[src/rtl/pic_bus_pkg.sv]
// Shared types and timing defaults for the 8259 PIC host bus master.
// Imported by the FSM top and its phase timer.
package pic_bus_pkg;

  typedef enum logic [2:0] {
    ST_IDLE,
    ST_SETUP,
    ST_STROBE,
    ST_HOLD,
    ST_ACK1,
    ST_GAP,
    ST_ACK2,
    ST_ACK_END
  } state_e;

  localparam int unsigned DEF_SETUP_CYCLES = 1;
  localparam int unsigned DEF_PULSE_CYCLES = 2;
  localparam int unsigned DEF_GAP_CYCLES   = 2;

  localparam logic [7:0] BUS_IDLE = 8'hZZ;

  typedef struct packed {
    logic       read;
    logic       a0;
    logic [7:0] wdata;
  } cmd_t;

  function automatic logic [3:0] phase_load(input int unsigned n);
    return 4'(n - 1);
  endfunction

endpackage

[src/rtl/pic_phase_timer.sv]
// Loadable 4-bit down-counter timing each bus phase.
// done is high while the count sits at zero.
module pic_phase_timer (
  input  logic       clk,
  input  logic       reset,
  input  logic       load,
  input  logic [3:0] value,
  output logic       done
);

  logic [3:0] cnt_q;

  always_ff @(posedge clk or posedge reset) begin
    if (reset) begin
      cnt_q <= 4'd0;
    end else if (load) begin
      cnt_q <= value;
    end else if (cnt_q != 4'd0) begin
      cnt_q <= cnt_q - 4'd1;
    end
  end

  assign done = (cnt_q == 4'd0);

endmodule

[src/rtl/pic_host_bus_master.sv]
// CPU-side initiator for the 8259 bus: timed register accesses
// plus autonomous two-pulse INTA vector fetch.
module pic_host_bus_master
  import pic_bus_pkg::*;
#(
  parameter int unsigned SETUP_CYCLES = DEF_SETUP_CYCLES,
  parameter int unsigned PULSE_CYCLES = DEF_PULSE_CYCLES,
  parameter int unsigned GAP_CYCLES   = DEF_GAP_CYCLES
) (
  input  logic       clk,
  input  logic       reset,
  input  logic       cmd_valid,
  output logic       cmd_ready,
  input  logic       cmd_read,
  input  logic       cmd_a0,
  input  logic [7:0] cmd_wdata,
  output logic       rsp_valid,
  output logic [7:0] rsp_rdata,
  input  logic       ack_enable,
  input  logic       INT,
  output logic       vec_valid,
  output logic [7:0] vec_data,
  output logic       chip_select,
  output logic       write_flag,
  output logic       read_flag,
  output logic       INTA,
  output logic       A0,
  output logic [7:0] data_out,
  output logic       data_oe,
  input  logic [7:0] data_in
);

  state_e     state_q;
  state_e     state_d;
  cmd_t       cmd_q;
  logic       tmr_load;
  logic [3:0] tmr_val;
  logic       tmr_done;
  logic       int_req;
  logic       in_acc;
  logic       in_strobe;

  assign int_req = ack_enable && INT;

  pic_phase_timer u_timer (
    .clk   (clk),
    .reset (reset),
    .load  (tmr_load),
    .value (tmr_val),
    .done  (tmr_done)
  );

  always_comb begin
    state_d = state_q;
    unique case (state_q)
      ST_IDLE: begin
        if (int_req) begin
          state_d = ST_ACK1;
        end else if (cmd_valid) begin
          state_d = ST_SETUP;
        end
      end
      ST_SETUP:   if (tmr_done) state_d = ST_STROBE;
      ST_STROBE:  if (tmr_done) state_d = ST_HOLD;
      ST_HOLD:    state_d = ST_IDLE;
      ST_ACK1:    if (tmr_done) state_d = ST_GAP;
      ST_GAP:     if (tmr_done) state_d = ST_ACK2;
      ST_ACK2:    if (tmr_done) state_d = ST_ACK_END;
      ST_ACK_END: state_d = ST_IDLE;
      default:    state_d = ST_IDLE;
    endcase
  end

  // Timer is reloaded only on a state change, with the length of the state being entered.
  always_comb begin
    tmr_load = (state_d != state_q);
    tmr_val  = 4'd0;
    unique case (state_d)
      ST_SETUP:  tmr_val = phase_load(SETUP_CYCLES);
      ST_STROBE: tmr_val = phase_load(PULSE_CYCLES);
      ST_ACK1:   tmr_val = phase_load(PULSE_CYCLES);
      ST_GAP:    tmr_val = phase_load(GAP_CYCLES);
      ST_ACK2:   tmr_val = phase_load(PULSE_CYCLES);
      default:   tmr_val = 4'd0;
    endcase
  end

  always_ff @(posedge clk or posedge reset) begin
    if (reset) begin
      state_q   <= ST_IDLE;
      cmd_q     <= '0;
      rsp_rdata <= 8'h00;
      vec_data  <= 8'h00;
    end else begin
      state_q <= state_d;
      if (state_q == ST_IDLE && state_d == ST_SETUP) begin
        cmd_q <= '{read: cmd_read, a0: cmd_a0, wdata: cmd_wdata};
      end
      if (state_q == ST_STROBE && tmr_done && cmd_q.read) begin
        rsp_rdata <= data_in;
      end
      if (state_q == ST_ACK2 && tmr_done) begin
        vec_data <= data_in;
      end
    end
  end

  // Bus pins decode straight from state so an async reset idles them at once.
  assign in_acc    = (state_q == ST_SETUP) ||
                     (state_q == ST_STROBE) ||
                     (state_q == ST_HOLD);
  assign in_strobe = (state_q == ST_STROBE);

  assign chip_select = !in_acc;
  assign A0          = in_acc && cmd_q.a0;
  assign data_oe     = in_acc && !cmd_q.read;
  assign data_out    = data_oe ? cmd_q.wdata : 8'h00;
  assign write_flag  = !(in_strobe && !cmd_q.read);
  assign read_flag   = !(in_strobe && cmd_q.read);
  assign INTA        = !((state_q == ST_ACK1) || (state_q == ST_ACK2));
  assign rsp_valid   = (state_q == ST_HOLD) && cmd_q.read;
  assign vec_valid   = (state_q == ST_ACK_END);
  assign cmd_ready   = (state_q == ST_IDLE) && !int_req && !reset;

endmodule

[config.mk]
export PLATFORM = sky130hd
export DESIGN_NAME = pic_host_bus_master
export DESIGN_NICKNAME = d
export VERILOG_FILES = /design/src/rtl/pic_bus_pkg.sv /design/src/rtl/pic_phase_timer.sv /design/src/rtl/pic_host_bus_master.sv
export SDC_FILE = /design/constraint.sdc
export NUM_CORES = 1
export LEC_CHECK = 0
export CORE_AREA = 2 2 55 69
export CTS_CLUSTER_SIZE = 14
export DETAILED_ROUTE_END_ITERATION = 10
export DIE_AREA = 0 0 57 71
export PLACE_DENSITY_LB_ADDON = 0.25
export SYNTH_ARGS = -nofsm -noshare
export SYNTH_HDL_FRONTEND = slang
export SYNTH_SLANG_ARGS = --single-unit
[constraint.sdc]
create_clock -name clk -period 5.25 [get_ports clk]
set_input_delay 1.05 -clock clk [delete_from_list [all_inputs] [get_ports clk]]
set_output_delay 1.05 -clock clk [all_outputs]
set_load 0.05 [all_outputs]
==> impl_results.md, run 1 <==
* Outcome: completed
* Peak supply drop at around 0.45 mV
* Total grt overflow at 0
* Total Power at roughly 1.2 mW
* Syn_area_per_cell at 12.5 sq um
* CP startpoint kind: input port
* Skew final at 6.31 ps
* Final core occ at between 60 and 70%
* Relative slew margins at 63.1%
* Sw Ratio at 41.9%
* Root Driver: clkbuf_8
* Nets at 205
* GP Congestion at 0.822
* CTS buffer count at 5
* Post-CTS sizing at 0
* Register area share after synthesis at 53.7%
* Area of the multi-input gates at 654 sq um
* Arrival time worst endpoint at 2900 ps
* Hold_buf cts at 0
* Total GRT Usage at 17.9%
* Crit. End Element: output pin
* Largest net degree at the start of global routing at 34
* DP Area at 0.00211 sq mm
* Met2 usage at 30.7%
* DRC violation total after the first TritonRoute iteration at 21
* Post-Syn Area at 0.00154 sq mm
* Die Span Y at 71 um
* Gate count of the mapped netlist at 123
* First-pass GRT wire length at 5520 um
* Die X at around 57 um
* Initial antenna violation count at 0
* Routed length per placed instance at 14.8 um
* Via/cell ratio at approximately 5
* CTS H-tree depth at 2
* Clk pwr share at 15.4%
* Warnings from Yosys at 0
* TritonCTS sink count at 33
* P_leak at 0.978 nW
* Critical Path RT at 4200 ps
* Setup TNS at 0 ps
* GR Util met1 at 20.7%
* Pins Over Slew Limit at 0
* Antenna-violating nets left at 0
* Vias in the first global route at 1,219
* #FFs+latches synth at 33
* CORE AREA at about 0.0034 sq mm
* Setup Buffers After CTS at 0
* Worst setup slack after layout at 1300 ps
* Max-Cap Viols at 0
* Fill cell count at about 300
* I/O pins at 56
* M3 GR Usage at between 4 and 5%
* Die area at 0.00405 sq mm
* Routed via count at ~1,100
* GR peak layer: met2
* Routed wire length at 3270 um
* Most frequent cells in the layout: clkdlybuf4s50_1 (55), dfrtp_1 (33), mux2_2 (19)
* Most common cell after layout, fill and taps aside: clkdlybuf4s50_1
* RSZ-0062 raised after global routing: no
* Internal power at 678 uW
* Fmax achieved at 253 MHz
* Syn Nets at 147
* Net switching power at approximately 490 uW
* WS Path Type: input port to output pin
* Logic pwr share at between 40% and 50%
* Placement Setup Slack at roughly 1300 ps
* Final Cycle Share at 75.2%
* Worst-path fanout max at 4
* Post-synthesis cell type count at 29
* Sequential Power Share at 36.1%
* Layout cells sized above 1 at 19.8%
* Initial core utilization at 44.9%
* ANT cells at 0
* Final setup vio count at 0
* Detailed Place HPWL at 2380 um
* First-pass DRT Iterations at 4
* Worst skew pair latency at 280 ps
* Final instance area at 0.00219 sq mm
* Final min period at 3950 ps
* Tightest Hold Check Type: flip-flop to flip-flop
* CTS tree: built
* Slew @ Worst Pin at 554 ps
* Final Hold Fails at 0
* Pwr dens at 532 mW/mm^2
* FF+latch area at between 800 and 900 sq um
* Row cnt at 24
* Max clock buf depth at 2
* DRC at 0
* Synth-to-Final Area Change at 42.7%
* Clock Pin Slew Worst Setup and Hold Paths at 60 ps
* PortBufs at 55
## final cells by class
cell class,instances,share of cell area [%]
clock buffers,6,3.31
clock inverters,2,0.457
inverters,6,1.03
multi-input cells,79,29.9
flip-flops and latches,33,37.7
well taps,39,2.23
repair buffers,56,25.5
## state kept, by name, summed over array words and instances, names as in the netlist
| register | flops |
|---|---|
| cmd_q | 10 |
| rsp_rdata | 8 |
| state_q | 3 |
| u_timer.cnt_q | 4 |
| vec_data | 8 |
## metrics by stage
step | hold slack (ps) | instances
after global routing | 508 | 221
after floorplan | 471 | 123
after CTS | 504 | 221
after detailed placement | 490 | 213
after global placement | 481 | 213
final | 499 | 221
## worst max-delay path, cell delays in order
cell and delay (ps):
clkdlybuf4s50_1 480, a2111o_1 470, nor2_1 90, clkdlybuf4s50_1 800
## Yosys cell counts
library cell	n	area, sq um
xnor2_1	1	8.76
nor3_4	1	16.3
clkbuf_1	3	11.3
dfrtp_1	33	826
o21bai_1	1	7.51
inv_1	6	22.5
nand3_1	1	5.00
a31oi_1	2	12.5
or3b_1	1	8.76
a211oi_1	2	15.0
mux2_2	19	214
nand2_1	8	30.0
nand3b_1	2	15.0
ha_1	1	12.5
o211a_1	1	10.0
nor3_1	1	5.00
nor3b_1	1	7.51
or4_1	1	7.51
o21ai_0	1	5.00
or3_1	3	18.8
and3_1	1	6.26
o221ai_1	1	8.76
nand2b_1	2	12.5
mux2_4	8	120
nor2_1	7	26.3
a2111o_1	1	11.3
buf_6	2	22.5
a21oi_1	4	20.0
and2_1	8	50.1
## power groups by stage
stage	combinational [mW]	sequential (mW)	clock (mW)
floorplan	0.310	0.518	0
global placement	0.558	0.417	0
detailed placement	0.570	0.425	0
CTS	0.572	0.420	0.189
global route	0.600	0.435	0.200
finish	0.566	0.421	0.180
## routing by layer
layer  vias to the layer above  part of all wire [%]
met4                         0                   2.0
met1                       549                    40
met3                         7                   5.2
li1                        541                     -
met5                         -                     0
met2                        40                    53
## kinds of logic (layout without fill, tap and decap cells)
| group | count (synthesis) | after routing | synth area share, % |
|---|---|---|---|
| buf+inv | 11 | 70 | 3.66 |
| xor+xnor | 1 | 1 | 0.570 |
| compound gates | 13 | 13 | 5.86 |
| fa+ha+maj | 1 | 1 | 0.814 |
| flops | 33 | 33 | 53.7 |
| mux | 27 | 27 | 21.7 |
| simple gates | 37 | 37 | 13.6 |
## path summary, 6_finish.rpt
path	startpoint	end	cells past startpoint	slack, ps
worst min-delay path	cmd_q[5]	cmd_q[5]	1	500
worst max-delay path	ack_enable	cmd_ready	4	1300
max in group asynchronous	reset	cmd_q[0]	3	3740
worst min register to register	cmd_q[5]	cmd_q[5]	1	500
min in group asynchronous	reset	cmd_q[8]	3	1200
worst max register to register	u_timer.cnt_q[0]	rsp_rdata[7]	5	2920
(Power assumes the default switching activity.)
==> inputs of run 2 (changes only) <==
- CORE_AREA: 2 2 55 69 -> 2 2 56 72
- DIE_AREA: 0 0 57 71 -> 0 0 58 74
- clock period: 5.25 -> 3.8 ns (I/O delays scaled with it)
==> run 2 against run 1 <==
- wire length increased by 4.2%
- final area hardly changed
- first-iteration DRC count is 9.5% higher
- power is 39% higher
- flip-flop and latch count did not move
- clock power grew 39%
- utilization is 3.6 points lower
- worst setup slack got worse by 890 ps
- final cell count is 0.45% higher
==> impl_results.md, run 2 (synthesis results as in run 1) <==
* DRC violation total after the first TritonRoute iteration at 23 (was 21)
* CP startpoint kind: input port (unchanged)
* WS Path Type: input port to output pin (unchanged)
* R2R setup slack at 1480 ps (was 2920 ps)
* Most common cell after layout, fill and taps aside: clkdlybuf4s50_1 (unchanged)
* Row cnt at 25 (was 24)
* Slew @ Worst Pin at 827 ps (was 554 ps)
* Die Span Y at 74 um (was 71 um)
* Max-Cap Viols at 0 (unchanged)
* Pwr dens at 739 mW/mm^2 (was 532 mW/mm^2)
* Arrival time worst endpoint at 2630 ps (was 2900 ps)
* Vias in the first global route at 1,243 (was 1,219)
* Clk pwr share at 15.5% (was 15.4%)
* Antenna-violating nets left at 0 (unchanged)
* Nets at 205 (unchanged)
* GP Congestion at 0.811 (was 0.822)
* ANT cells at 0 (unchanged)
* Synth-to-Final Area Change at 42.8% (was 42.7%)
* Most flop-heavy register: cmd_q (unchanged)
* P_leak at 0.978 nW (unchanged)
* Via/cell ratio at 5.18 (was 5.14)
* Routed wire length at 3410 um (was 3270 um)
* Logic pwr share at 48.7% (was 48.5%)
* Skew final at 4.30 ps (was 6.31 ps)
* Relative slew margins at 44.8% (was 63.1%)
* TritonCTS sink count at 33 (unchanged)
* Final Hold Fails at 0 (unchanged)
* Top flop regs: cmd_q (10), rsp_rdata (8), vec_data (8) (unchanged)
* Setup TNS at 0 ps (unchanged)
* Critical Path RT at 3040 ps (was 4200 ps)
* CTS tree: built (unchanged)
* Pins Over Slew Limit at 0 (unchanged)
* Outcome: completed (unchanged)
* Clock Pin Slew Worst Setup and Hold Paths at 60 ps (about the same)
* GR peak layer: met2 (unchanged)
* Final min period at 3390 ps
* Max clock buf depth at 2 (unchanged)
* Worst skew pair latency at 290 ps (was 280 ps)
* CTS buffer count at 5 (unchanged)
* Crit. End Element: output pin (unchanged)
* PortBufs at 55 (unchanged)
* Die X at 58 um (was 57 um)
* CORE AREA at 0.00363 sq mm (was 0.00342 sq mm)
* Tightest Hold Check Type: flip-flop to flip-flop (unchanged)
* Hold_buf cts at 0 (unchanged)
* DRC at 0 (unchanged)
* Met2 usage at 29.3% (was 30.7%)
* First-pass GRT wire length at 5530 um (was 5520 um)
* Fmax achieved at 295 MHz
* Largest net degree at the start of global routing at 23 (was 34)
* CTS H-tree depth at 2 (unchanged)
* First-pass DRT Iterations at 4 (unchanged)
* Most frequent cells in the layout: clkdlybuf4s50_1 (55), dfrtp_1 (33), mux2_2 (19) (unchanged)
* GR Util met1 at 19.0% (was 20.7%)
* Peak supply drop at 0.419 mV (was 0.449 mV)
* Initial core utilization at 42.3% (was 44.9%)
* Total GRT Usage at 17.3% (was 17.9%)
* Routed via count at 1,151 (was 1,137)
* Internal power at 937 uW (was 678 uW)
* Layout cells sized above 1 at 19.8% (unchanged)
* I/O pins at 56 (unchanged)
* M3 GR Usage at 6.61% (was 4.57%)
* Worst-path fanout max at 4 (unchanged)
* Largest register FFs at 10 (unchanged)
* Setup Buffers After CTS at 0 (unchanged)
* Final Cycle Share at 89.1%
* RSZ-0062 raised after global routing: no (unchanged)
* Die area at 0.00429 sq mm (was 0.00405 sq mm)
* Placed Cells at 214 (was 213)
* Sequential Power Share at 35.8% (was 36.1%)
* Final std cells w/o fill at 222 (was 221)
* Final setup vio count at 0 (unchanged)
* Sw Ratio at 42.3% (was 41.9%)
* Fill cell count at 319 (was 299)
* Initial antenna violation count at 0 (unchanged)
* Net switching power at 685 uW (was 489 uW)
* Total grt overflow at 0 (unchanged)
* Post-CTS sizing at 0 (unchanged)
* Detailed Place HPWL at 2530 um (was 2380 um)
* Root Driver: clkbuf_8 (unchanged)
* Routed length per placed instance at 15.4 um (was 14.8 um)
## run 2: cell counts in the layout (fill, tap and decap cells not counted)
No cell type changed its count.
## run 2: path summary, 6_finish.rpt
check,startpoint,end,cells past startpoint
worst max register to register,u_timer.cnt_q[0],rsp_rdata[2],5
worst min-delay path,cmd_q[5],cmd_q[5],1
worst max-delay path,ack_enable,cmd_ready,4
max in group asynchronous,reset,rsp_rdata[1],3
worst min register to register,cmd_q[5],cmd_q[5],1
min in group asynchronous,reset,rsp_rdata[6],2
## run 2: final cells by class
type,count,area (sq um),share of cell area [%]
Clock inverter,2,10.0,0.456
Multi-Input combinational cell,79,654,29.8
Timing Repair Buffer,56,558,25.4
Clock buffer,6,72.6,3.31
Tap cell,40,50.0,2.28
Inverter,6,22.5,1.03
Sequential cell,33,826,37.6
## run 2: routing by layer
| metal | vias up | wire, um |
|---|---|---|
| met5 | - | 0 |
| li1 | 540 | - |
| met2 | 43 | 1800 |
| met4 | 0 | 67 |
| met1 | 560 | 1310 |
| met3 | 8 | 239 |
## run 2: per-stage QoR
stage	cell area [sq um]	util (%)	worst slack [ps]	hold slack (ps)	power, mW
floorplan	1540	-	542	471	1.14
global placement	2110	58.2	502	480	1.35
detailed placement	2110	58.2	433	489	1.38
CTS	2190	60.4	420	505	1.64
global route	2190	60.4	404	519	1.72
finish	2190	60.4	414	503	1.62
## run 2: power by group through the flow
stage	clock network (mW)	registers, mW	logic, mW
3_5_place_dp	0	0.586	0.794
3_3_place_gp	0	0.577	0.770
5_1_grt	0.278	0.602	0.836
6_report	0.251	0.581	0.789
4_1_cts	0.260	0.582	0.798
2_1_floorplan	0	0.716	0.429
## run 2: critical path, stage by stage
cell and delay (ps):
clkdlybuf4s50_1 480, a2111o_1 470, nor2_1 110, clkdlybuf4s50_1 810
==> inputs of run 3 (changes only) <==
- CORE_AREA: 2 2 56 72 -> 2 2 74 93
- DIE_AREA: 0 0 58 74 -> 0 0 76 95
- clock period: 3.8 -> 4.3 ns (I/O delays scaled with it)
==> run 3 against run 2 <==
- final area up 5.0%
- non-clock buffer count stayed put
- combinational power decreased by 13%
- critical path depth did not move
- via count is 2.5% lower
- first-iteration DRC count increased by 30%
- largest cell class unchanged
- largest power group unchanged
==> impl_results.md, run 3 (synthesis results as in run 1) <==
* Setup TNS at 0 ps (unchanged)
* Logic pwr share at 44.4% (was 48.7%)
* Most common cell after layout, fill and taps aside: clkdlybuf4s50_1 (unchanged)
* TritonCTS sink count at 33 (unchanged)
* Initial core utilization at 24.0% (was 42.3%)
* Synth-to-Final Area Change at 49.9% (was 42.8%)
* GP Congestion at 0.695 (was 0.811)
* Sw Ratio at 38.9% (was 42.3%)
* Fmax achieved at roughly 280 MHz
* Post-CTS sizing at 0 (unchanged)
* Setup Buffers After CTS at 0 (unchanged)
* PortBufs at 55 (unchanged)
* Placement Setup Slack at 792 ps (was 433 ps)
* Tightest Hold Check Type: flip-flop to flip-flop (unchanged)
* Final std cells w/o fill at 269 (was 222)
* P_leak at 1.00 nW (was 0.978 nW)
* Worst Path Buf+Inv at 2 (unchanged)
* Total grt overflow at 0 (unchanged)
* Worst skew pair latency at 280 ps (was 290 ps)
* RSZ-0062 raised after global routing: no (unchanged)
* Max-Cap Viols at 0 (unchanged)
* Worst-path fanout max at 4 (unchanged)
* Pins Over Slew Limit at 0 (unchanged)
* Most frequent cells in the layout: clkdlybuf4s50_1 (55), dfrtp_1 (33), mux2_2 (19) (unchanged)
* Detailed Place HPWL at 2440 um (was 2530 um)
* Total Power at 1.55 mW (was 1.62 mW)
* Root Driver: clkbuf_8 (unchanged)
* Pwr dens at 671 mW/mm^2 (was 739 mW/mm^2)
* Clock Pin Slew Worst Setup and Hold Paths at 60 ps (about the same)
* Vias in the first global route at 1,081 (was 1,243)
* Routed wire length at 3410 um (about the same)
* DRC at 0 (unchanged)
* Final Cycle Share at 81.7%
* Critical Path RT at 3440 ps (was 3040 ps)
* Final min period at 3510 ps
* Worst setup slack after layout at 785 ps (was 414 ps)
* Row cnt at 33 (was 25)
* Placed Cells at 261 (was 214)
* Peak supply drop at 0.267 mV (was 0.419 mV)
* Slew @ Worst Pin at 543 ps (was 827 ps)
* Initial antenna violation count at 0 (unchanged)
* Nets at 205 (unchanged)
* Outcome: completed (unchanged)
* Net switching power at 600 uW (was 685 uW)
* ANT cells at 0 (unchanged)
* I/O pins at 56 (unchanged)
* Largest net degree at the start of global routing at 34 (was 23)
* Sequential Power Share at 33.3% (was 35.8%)
* Cell family with most CP delay: buffers and inverters (unchanged)
* Internal power at 945 uW (was 937 uW)
* DRC violation total after the first TritonRoute iteration at 30 (was 23)
* Final Hold Fails at 0 (unchanged)
* Final setup vio count at 0 (unchanged)
* Routed via count at 1,122 (was 1,151)
* First-pass DRT Iterations at 4 (unchanged)
* Worst path slowest cell: clkdlybuf4s50_1 (unchanged)
* Critical Path Max Stage Delay at 800 ps (was 810 ps)
* CP cell instances: clkdlybuf4s50_1 > a2111o_1 > nor2_1 > clkdlybuf4s50_1 (unchanged)
* Die Span Y at 95 um (was 74 um)
* Top flop regs: cmd_q (10), rsp_rdata (8), vec_data (8) (unchanged)
* Clk pwr share at 22.3% (was 15.5%)
* Die area at 0.00722 sq mm (was 0.00429 sq mm)
* Skew final at 7.15 ps (was 4.30 ps)
* Largest register FFs at 10 (unchanged)
* Arrival time worst endpoint at 2650 ps (was 2630 ps)
* WS Path Type: input port to output pin (unchanged)
* Layout cells sized above 1 at 20.3% (was 19.8%)
* Die X at 76 um (was 58 um)
* Final core occ at 36.0% (was 60.4%)
* CORE AREA at 0.00640 sq mm (was 0.00363 sq mm)
* Hold_buf cts at 0 (unchanged)
* Most flop-heavy register: cmd_q (unchanged)
* CTS H-tree depth at 2 (unchanged)
* CP startpoint kind: input port (unchanged)
* First-pass GRT wire length at 5490 um (was 5530 um)
* Crit. End Element: output pin (unchanged)
* Total GRT Usage at 9.89% (was 17.3%)
* Relative slew margins at 63.7% (was 44.8%)
* Fill cell count at 634 (was 319)
* Most Frequent Cell on Critical Path: clkdlybuf4s50_1 (unchanged)
* Max clock buf depth at 2 (unchanged)
* Via/cell ratio at 4.17 (was 5.18)
* Antenna-violating nets left at 0 (unchanged)
* CTS buffer count at 5 (unchanged)
* CTS tree: built (unchanged)
* Routed length per placed instance at 12.7 um (was 15.4 um)
run 3: cell types whose count changed in the layout (fill, tap and decap cells not counted), sizes merged:
cell    delta
bufinv     +2
clkinv     -1
clkbuf     -1
run 3: power by group through the flow:
stage               Clock [mW]  Combinational [mW]  Sequential (mW)
global route             0.375               0.733            0.534
detailed placement           0               0.695            0.521
floorplan                    0               0.379            0.632
global placement             0               0.692            0.518
finish                   0.344               0.686            0.515
CTS                      0.361               0.696            0.517
run 3: final cells by class:
| cell class | instances | area [sq um] | share of cell area [%] |
|---|---|---|---|
| multi-input cells | 79 | 654 | 28.4 |
| flip-flops and latches | 33 | 826 | 35.9 |
| repair buffers | 56 | 558 | 24.2 |
| inverters | 6 | 22.5 | 0.978 |
| clock inverters | 3 | 65.1 | 2.82 |
| clock buffers | 5 | 68.8 | 2.99 |
| well taps | 87 | 109 | 4.73 |
run 3: worst register-to-register path: cells and delay by family, from the launching register on:
kind                       cells  cell delay (ps)
muxes                          1              380
and+or+nand+nor                2             1150
buffers and inverters          1               60
adders and majority gates      1              200
DFF                            1              400
run 3: per-layer routing:
metal | track usage (%) | vias to the layer above | wire, um
li1 | - | 543 | -
met1 | 11.8 | 550 | 1480
met2 | 16.8 | 24 | 1730
met3 | 2.29 | 5 | 126
met4 | 5.00 | 0 | 73
met5 | 0 | - | 0
run 3: path summary, 6_finish.rpt:
check	start	to	slack, ps	cells after the start
max in group asynchronous	reset	rsp_rdata[6]	2990	3
worst max-delay path	ack_enable	cmd_ready	790	4
worst min-delay path	cmd_q[0]	cmd_q[0]	500	1
worst max register to register	u_timer.cnt_q[0]	rsp_rdata[5]	1990	5
worst min register to register	cmd_q[0]	cmd_q[0]	500	1
min in group asynchronous	reset	state_q[1]	1000	3
run 3: through the flow:
stage | hold WS [ps] | instance area (sq um)
after CTS | 505 | 2300
after floorplan | 471 | 1540
after detailed placement | 488 | 2170
after global placement | 479 | 2170
after global routing | 514 | 2300
final | 499 | 2300
